**src/rtl/spi_pkg.sv**
```systemverilog
// spi_pkg: shared FSM state type, byte width and half-period helper for the SPI engine
package spi_pkg;
  localparam int BITS_PER_BYTE = 8;
  typedef enum logic [2:0] {IDLE, FETCH, SETUP, SHIFT, GAP, HOLD, DESEL} state_t;
  function automatic int half_cycles(input int clk_hz, input int spi_hz);
    return clk_hz / spi_hz / 2;
  endfunction
endpackage

```
**src/rtl/spi_clk_div.sv**
```systemverilog
// spi_clk_div: gated SCK generator with edge strobes and a rising-edge counter
//   clkin/resetn : system clock, async active-low reset
//   enable       : runs the clock; low forces clkout low and clears all counters
//   clkout       : SCK, high on the first enabled cycle
//   rising/falling: one-cycle strobes in the first cycle of each SCK level
//   cycle_count  : rising edges seen since enable went high
module spi_clk_div
  import spi_pkg::*;
#(
  parameter int CLKIN_HZ = 100_000_000,
  parameter int CLKOUT_HZ = 12_500_000,
  parameter int CYCLE_COUNT_WIDTH = 4
) (
  input  logic clkin,
  input  logic resetn,
  input  logic enable,
  output logic clkout,
  output logic rising,
  output logic falling,
  output logic [CYCLE_COUNT_WIDTH-1:0] cycle_count
);
  localparam int HALF = half_cycles(CLKIN_HZ, CLKOUT_HZ);
  localparam int CW = $clog2(HALF);
  logic [CW-1:0] cnt;
  logic phase;
  // clkout is gated combinationally so SCK rises in the very cycle enable does
  assign clkout = enable & ~phase;
  assign rising = enable & ~phase & (cnt == '0);
  assign falling = enable & phase & (cnt == '0);
  always_ff @(posedge clkin or negedge resetn) begin
    if (!resetn) begin
      cnt <= '0;
      phase <= 1'b0;
      cycle_count <= '0;
    end else if (!enable) begin
      cnt <= '0;
      phase <= 1'b0;
      cycle_count <= '0;
    end else begin
      cnt <= (cnt == CW'(HALF - 1)) ? '0 : cnt + 1'b1;
      phase <= (cnt == CW'(HALF - 1)) ? ~phase : phase;
      cycle_count <= rising ? cycle_count + 1'b1 : cycle_count;
    end
  end
endmodule

```
**src/rtl/spi_xfer_engine.sv**
```systemverilog
// spi_xfer_engine: SPI mode-0 MSB-first full-duplex byte transfer engine
//   clk/resetn           : system clock, async active-low reset
//   start/len/busy/done  : command strobe with byte count, activity flag, end pulse
//   tx_data/valid/ready  : TX byte stream
//   rx_data/rx_valid     : RX byte with one-cycle valid pulse
//   spi_sck/cs_n/mosi/miso: SPI pins
module spi_xfer_engine
  import spi_pkg::*;
#(
  parameter int CLK_HZ = 100_000_000,
  parameter int SPI_HZ = 12_500_000,
  parameter int LEN_W = 16
) (
  input  logic clk,
  input  logic resetn,
  input  logic start,
  input  logic [LEN_W-1:0] len,
  output logic busy,
  output logic done,
  input  logic [7:0] tx_data,
  input  logic tx_valid,
  output logic tx_ready,
  output logic [7:0] rx_data,
  output logic rx_valid,
  output logic spi_sck,
  output logic spi_cs_n,
  output logic spi_mosi,
  input  logic spi_miso
);
  localparam int HALF = half_cycles(CLK_HZ, SPI_HZ);
  localparam int TW = $clog2(HALF);
  if (CLK_HZ % SPI_HZ != 0 || (CLK_HZ / SPI_HZ) % 2 != 0 || CLK_HZ / SPI_HZ < 4) begin : g_bad_ratio
    $error("CLK_HZ/SPI_HZ must be an even integer >= 4");
  end
  state_t state, nxt;
  logic [TW-1:0] tmr;
  logic [LEN_W-1:0] rem;
  logic [7:0] tx_sh, rx_sh;
  logic [3:0] cyc;
  logic en, rise, fall, hs, in_shift, tmr_end, last_fall;
  spi_clk_div #(.CLKIN_HZ(CLK_HZ), .CLKOUT_HZ(SPI_HZ), .CYCLE_COUNT_WIDTH(4)) u_div (
    .clkin(clk), .resetn(resetn), .enable(en), .clkout(spi_sck),
    .rising(rise), .falling(fall), .cycle_count(cyc)
  );
  assign tx_ready = state == FETCH;
  assign hs = tx_valid & tx_ready;
  assign in_shift = state == SHIFT;
  assign tmr_end = tmr == TW'(HALF - 1);
  assign last_fall = in_shift & fall & (cyc == 4'(BITS_PER_BYTE));
  always_ff @(posedge clk or negedge resetn) begin
    if (!resetn) state <= IDLE;
    else state <= nxt;
  end
  always_comb begin
    nxt = state;
    case (state)
      IDLE:    nxt = (start && len != '0) ? FETCH : IDLE;
      FETCH:   nxt = hs ? SETUP : FETCH;
      SETUP:   nxt = tmr_end ? SHIFT : SETUP;
      SHIFT:   nxt = last_fall ? ((rem == LEN_W'(1)) ? HOLD : GAP) : SHIFT;
      GAP:     nxt = FETCH;
      HOLD:    nxt = tmr_end ? DESEL : HOLD;
      DESEL:   nxt = tmr_end ? IDLE : DESEL;
      default: nxt = IDLE;
    endcase
  end
  always_ff @(posedge clk or negedge resetn) begin
    if (!resetn) begin
      tmr <= '0;
      rem <= '0;
      tx_sh <= '0;
      rx_sh <= '0;
      en <= 1'b0;
      busy <= 1'b0;
      done <= 1'b0;
      rx_valid <= 1'b0;
      rx_data <= '0;
      spi_cs_n <= 1'b1;
      spi_mosi <= 1'b0;
    end else begin
      done <= 1'b0;
      rx_valid <= 1'b0;
      // every timed state starts counting from zero on entry
      tmr <= (nxt != state) ? '0 : tmr + 1'b1;
      if (state == IDLE && start) begin
        rem <= len;
        busy <= len != '0;
        done <= len == '0;
      end
      if (hs) begin
        tx_sh <= tx_data;
        spi_mosi <= tx_data[7];
        spi_cs_n <= 1'b0;
      end
      if (state == SETUP && tmr_end) en <= 1'b1;
      if (in_shift && rise) rx_sh <= {rx_sh[6:0], spi_miso};
      if (in_shift && fall && !last_fall) begin
        tx_sh <= {tx_sh[6:0], 1'b0};
        spi_mosi <= tx_sh[6];
      end
      if (last_fall) begin
        en <= 1'b0;
        rx_valid <= 1'b1;
        rx_data <= rx_sh;
        rem <= rem - 1'b1;
      end
      if (state == HOLD && tmr_end) spi_cs_n <= 1'b1;
      if (state == DESEL && tmr_end) begin
        done <= 1'b1;
        busy <= 1'b0;
      end
    end
  end
endmodule
```
**config.mk**
```make
export PLATFORM = sky130hd
export DESIGN_NAME = spi_xfer_engine
export DESIGN_NICKNAME = d
export VERILOG_FILES = /design/src/rtl/spi_pkg.sv /design/src/rtl/spi_clk_div.sv /design/src/rtl/spi_xfer_engine.sv
export SDC_FILE = /design/constraint.sdc
export NUM_CORES = 1
export LEC_CHECK = 0
export ABC_AREA = 1
export CAP_MARGIN = 10
export CORE_ASPECT_RATIO = 0.75
export CORE_MARGIN = 2
export CORE_UTILIZATION = 45
export CTS_CLUSTER_SIZE = 25
export DETAILED_ROUTE_END_ITERATION = 12
export GPL_TIMING_DRIVEN = 0
export PLACE_DENSITY_LB_ADDON = 0.12
export REMOVE_ABC_BUFFERS = 1
export SYNTH_ARGS = -nofsm -noshare
export SYNTH_HDL_FRONTEND = slang
export SYNTH_SLANG_ARGS = --single-unit
```
**constraint.sdc**
```tcl
create_clock -name clk -period 2.35 [get_ports clk]
set_clock_uncertainty 0.15 [all_clocks]
set_input_delay 0.3525 -clock clk [delete_from_list [all_inputs] [get_ports clk]]
set_output_delay 0.3525 -clock clk [all_outputs]
set_load 0.1 [all_outputs]
```
==> Word level (Yosys, flattened, before mapping) <==
Index checks and enable logic that the tools add are counted.
{ "totals": {"ff_bits": 57, "input_bits": 29, "output_inout_bits": 15, "wordCells": 88} }
{ "op_classes": {"addsub": 4, "n_eq_ne": 13, "mux": 30, "n_bitwise": 8, "n_reduce_logical": 18} }
{ "op_table": {"columns": ["cell", "count"], "rows": [
  ["$mux W16", 2],
  ["$pmux W3 S7", 1],
  ["$eq A16 B1 Y1 const B", 1],
  ["$logic_not A16 Y1", 1],
  ["$mux W1", 16],
  ["$reduce_bool A16 Y1", 1],
  ["$sub A16 B1 Y16 const B", 1],
  ["$mux W7", 2],
  ["$mux W2", 5],
  ["$reduce_bool A2 Y1", 5],
  ["$eq A3 B3 Y1 const B", 3],
  ["$logic_and A1 B1 Y1", 8],
  ["$mux W4", 2],
  ["$and A1 B1 Y1", 7],
  ["$eq A3 B2 Y1 const B", 2],
  ["$mux W3", 2],
  ["$add A2 B1 Y2 const B", 2],
  ["$add A4 B1 Y4 const B", 1],
  ["$eq A2 B2 Y1 const B", 2],
  ["$eq A4 B4 Y1 const B", 1],
  ["$ne A2 B1 Y1 const B", 2],
  ["$eq A3 B1 Y1 const B", 1],
  ["$logic_not A3 Y1", 1],
  ["$ne A3 B3 Y1", 1],
  ["other kinds (3)", 3]
]} }

==> Logic depth before layout (Yosys ltp) <==
{ "depth": {"depth_word": 8, "mapped_depth": 12, "depth_no_buf": 12} }

==> Modules after synthesis <==
A second synthesis with hierarchy kept.
{ "hier_totals": {"hier_cells": 375, "hier_area_um2": 2979.1} }
{ "by_module_without_submodules": {"columns": ["mod", "n_inst", "cells_per_inst", "area_per_inst_um2", "seq_area_each_um2"], "rows": [
  ["spi_xfer_engine", 1, 333, 2608.8, 1252.5],
  ["spi_clk_div", 1, 42, 370.4, 175.2]
]} }

==> Worst setup path after synthesis <==
Ideal clock, no wire load.
{ "synth_path": {"path_kind": "register to output", "from": "reg en", "to": "out spi_sck", "t_arrival_ns": 1.728, "t_required_ns": 1.847, "setup_slack_ns": 0.120, "stages_incl_launch_ff": 3, "n_path_buf": 0, "path_cell_list": "dfrtp_1 > inv_1 > nor2_1"} }
{ "synth_via": {"elab_chain_cells": 1} }
{ "synth_rtl": {"columns": ["element", "line_no", "source"], "rows": [
  ["start, declared", "spi_xfer_engine.sv:40", "logic en, rise, fall, hs, in_shift, tmr_end, last_fall;"],
  ["start signal, assigned", "spi_xfer_engine.sv:73", "en <= 1'b0;"],
  ["start signal, assigned", "spi_xfer_engine.sv:95", "if (state == SETUP && tmr_end) en <= 1'b1;"],
  ["start signal, assigned", "spi_xfer_engine.sv:102", "en <= 1'b0;"],
  ["$and A1 B1 Y1", "spi_clk_div.sv:27", "assign clkout = enable & ~phase;"],
  ["end, declared", "spi_xfer_engine.sv:25", "output logic spi_sck,"]
]} }
Every way passes these cells.

==> Final worst setup path <==
{ "layout_path": {"from": "reg rx_valid", "to": "out rx_valid"} }
{ "layout_lines": {"columns": ["element", "line_no", "source"], "rows": [
  ["start, declared", "spi_xfer_engine.sv:24", "output logic rx_valid,"],
  ["start signal, assigned", "spi_xfer_engine.sv:76", "rx_valid <= 1'b0;"],
  ["start signal, assigned", "spi_xfer_engine.sv:82", "rx_valid <= 1'b0;"],
  ["start signal, assigned", "spi_xfer_engine.sv:103", "rx_valid <= 1'b1;"]
]} }
No word-level cell between the ends.

==> metrics.md <==
| Metric | Value |
|---|---|
| CTS Buf Count | 9 |
| Leak Pwr | 1.93 nW |
| Reg2reg end | rem[8] |
| Final setup violation count | 0 |
| Post-synthesis sequential area ratio | 48.2% |
| Chip width | 97.7 um |
| Antenna violations before repair | 0 |
| Power density cells | 565 nW/um2 |
| Max-Cap Viols | 0 |
| Antenna Violating Nets Remaining | 0 |
| # diodes | 0 |
| Final Hold Viols | 0 |
| P_sw | 0.000437 W |
| Synth unique cells | 35 |
| Port-buffer cells | 43 |
| Final Max Tran Viols | 0 |
| Post-Route WL | 6600 um |
| Syn Area/Cell | 8.05 um2 |
| Seq pwr share | 46.4% |
| Layout cells sized above 1 | 11.3% |
| Worst Hold Path EP | tmr[0] |
| Critical path buffers and inverters | 1 |
| Async S/R FF share, synth | 100% |
| Worst EP required | 1.85 ns |
| Synth top area share | 47.3% |
| Synth warn | 0 |
| Outcome | finished clean |
| Final nets | 455 |
| Post-CTS Setup Bufs | 0 |
| Critical-path cell list | clkdlybuf4s50_1 |
| Reg clk slew, reported paths | 0.07 ns |
| CTS sink cnt | 57 |
| Hold Crit Depth | 1 |
| Worst Setup Slack, final | 0.0618 ns |
| Vias in the first global route | 2374 |
| Net Sw Frac | 20.6% |
| R2R setup slack | 0.19 ns |
| RSZ-0062 raised after global routing | false |
| Die Y | 74.3 um |
| Clk_lat worst skew | 0.34 ns |
| Die ar. | 7250 um2 |
| Largest net degree at the start of global routing | 34 |
| DRC viols | 0 |
| Initial DRC count | 171 |
| WP depth | 1 |
| Final period util | 97.4% |
| Post-synth EDFFs | 0 |
| Htree depth | 3 |
| Bufs on Longest Clock Path | 2 |
| R2R depth | 9 |
| Mapped Cells | 368 |
| Routed wire per std cell | 13.1 um |
| Top Ports | 44 |
| Row cnt | 25 |
| Commonest cells after routing, fill and taps aside | nand2_1 (114), dfrtp_1 (56), inv_1 (42), nor2_1 (42), clkdlybuf4s50_1 (28) |
| CTS tree | yes |
| Relative slew slack | 35.4% |
| Final Wtd Congestion | 0.866 |
| Filler cells | 616 |
| Most common cell after layout, fill and taps aside | nand2_1 |
| Tmin final | 2.29 ns |
| Area growth from synthesis to final layout | 26.5% |
| Startpoint types | register |
| Dominant cell type by area after synthesis | dfrtp_1 |
| Reg-to-Reg Start | u_div.cycle_count[0] |
| Avg Vias per Cell | 4.97 |
| Flop and latch count out of synthesis | 57 |
| Power share of the clock group | 49.7% |
| First-pass GRT wire length | 11000 um |
| WHS | 0.280 ns |
| Global-route usage over all layers | 19.6% |
| Combinational power share | 3.9% |
| Initial core utilization | 46.9% |
| Crit path launch | rx_valid |
| Pre-CTS setup slack | -0.526 ns |
| Via count | 2510 |
| Hold WC Path Type | reg -> reg |
| Predominant post-synthesis flop cell | dfrtp_1 |
| Synth Cell Area | 2960 um2 |
| Critical path type | reg -> out |
| Gr ovfl total | 0 |
| Slowest stage delay, CP | 1.12 ns |
| Post-DP HPWL | 4440 um |
| Largest cells by area after synthesis | dfrtp_1 (47%), nand2_1 (15%), nor2_1 (5.6%), inv_1 (5.4%), nand3_1 (4.1%) |
| Max stage delay cell, worst path | clkdlybuf4s50_1 |
| First-pass detailed-route iteration total | 4 |
| Max Fclk | 0.437 GHz |
| Core area | 6320 um2 |
| VDD IR-drop max | 0.265 mV |
| Worst setup EP type | output pin |
| Internal power | 0.00168 W |
| Data arrival, critical path | 1.79 ns |
| Slew @ Worst Pin | 0.967 ns |
| Root Driver | clkbuf_8 |
| Hold Startpoint | tmr[0] |
| Worst path top cell family by delay | buffers and inverters |
| Maximum fanout along the worst path | 1 |
## area by class of cell
type / instances / area, um2 / share of cell area [%]
Timing Repair inverter: 1 / 5.00 / 0.134
Timing Repair Buffer: 45 / 467 / 12.5
Multi-Input combinational cell: 261 / 1350 / 36.0
Clock inverter: 5 / 77.6 / 2.07
Tap cell: 81 / 101 / 2.70
Sequential cell: 57 / 1430 / 38.1
Inverter: 44 / 169 / 4.51
Clock buffer: 11 / 151 / 4.04
## metal layers
layer  track usage, %  wire, um  vias up
li1                 -         -     1286
met1             26.5      3280     1146
met2             29.2      2780       69
met3             7.89       425        9
met4             6.33       105        0
met5                0         0        -
## power groups by stage
stage	logic (W)	registers (W)	clock network, W
floorplan	0.00000747	0.00100	0
global placement	0.0000802	0.00100	0
detailed placement	0.0000833	0.00100	0
CTS	0.0000853	0.000984	0.00108
global route	0.0000922	0.000983	0.00113
finish	0.0000828	0.000984	0.00105
## logic make-up after synthesis
kind of cell | count (synthesis) | share of synthesized area [%]
AND/OR/NAND/NOR | 199 | 28.7
AO/OA/AOI/OAI | 41 | 8.49
buffers and inverters | 51 | 7.10
adder cells (fa/ha/maj) | 7 | 2.96
multiplexers | 9 | 3.38
XOR/XNOR | 4 | 1.18
flip-flops | 57 | 48.2
## synth_stat cells, drive strengths merged, types with 2 or more instances
library cell / n
nand2: 116
dfrtp: 56
nor2: 48
inv: 44
nand3: 27
o21ai: 21
mux2: 8
ha: 7
buf: 6
a21oi: 4
nor3: 4
o211ai: 4
xor2: 4
a22oi: 3
nand4: 3
o21bai: 2
o221ai: 2
o22ai: 2
## worst max-delay path by stage
stage	endpoint	slack, ns
2_1_floorplan	rem[8]	0.12
3_3_place_gp	rem[12]	-1.11
3_5_place_dp	rem[8]	-0.53
4_1_cts	rx_data[4]	0.0009
5_1_grt	rem[8]	0.0005
6_report	rx_valid	0.06
## per-stage QoR
stage	cell area [um2]	util [%]	TNS (ns)	power, W	cells
after floorplan	2920	-	0	0.00101	361
after global placement	3450	54.6	-67.49	0.00108	485
after detailed placement	3460	54.8	-5.06	0.00109	486
after CTS	3720	58.8	0	0.00215	504
after global routing	3750	59.3	0	0.00220	505
final	3750	59.3	0	0.00212	505
## registers in the layout, summed over array words and instances, names as in the netlist, 2 cells and up
| name | count |
|---|---|
| u_div.cnt | 2 |
| u_div.cycle_count | 4 |
| rx_sh | 8 |
| rem | 16 |
| tmr | 2 |
| rx_data | 8 |
| state | 3 |
| tx_sh | 7 |
## worst reg2reg max path, cell delays in order, from the launching register on
cell,delay [ns]
dfrtp_1,0.40
inv_1,0.10
ha_1,0.14
nand2_1,0.06
nor2_2,0.24
nand3_4,0.29
clkinvlp_4,0.28
a21oi_1,0.12
a21oi_1,0.17
o21ai_0,0.10
## timing repair
item,in CTS,in global routing
resized for setup,12,13
hold buffers,1,0
pin swaps,0,1
endpoints found under the setup margin,30,21
endpoints found under the hold margin,23,0
gates cloned,1,1
Power figures use the tool's default switching activity.
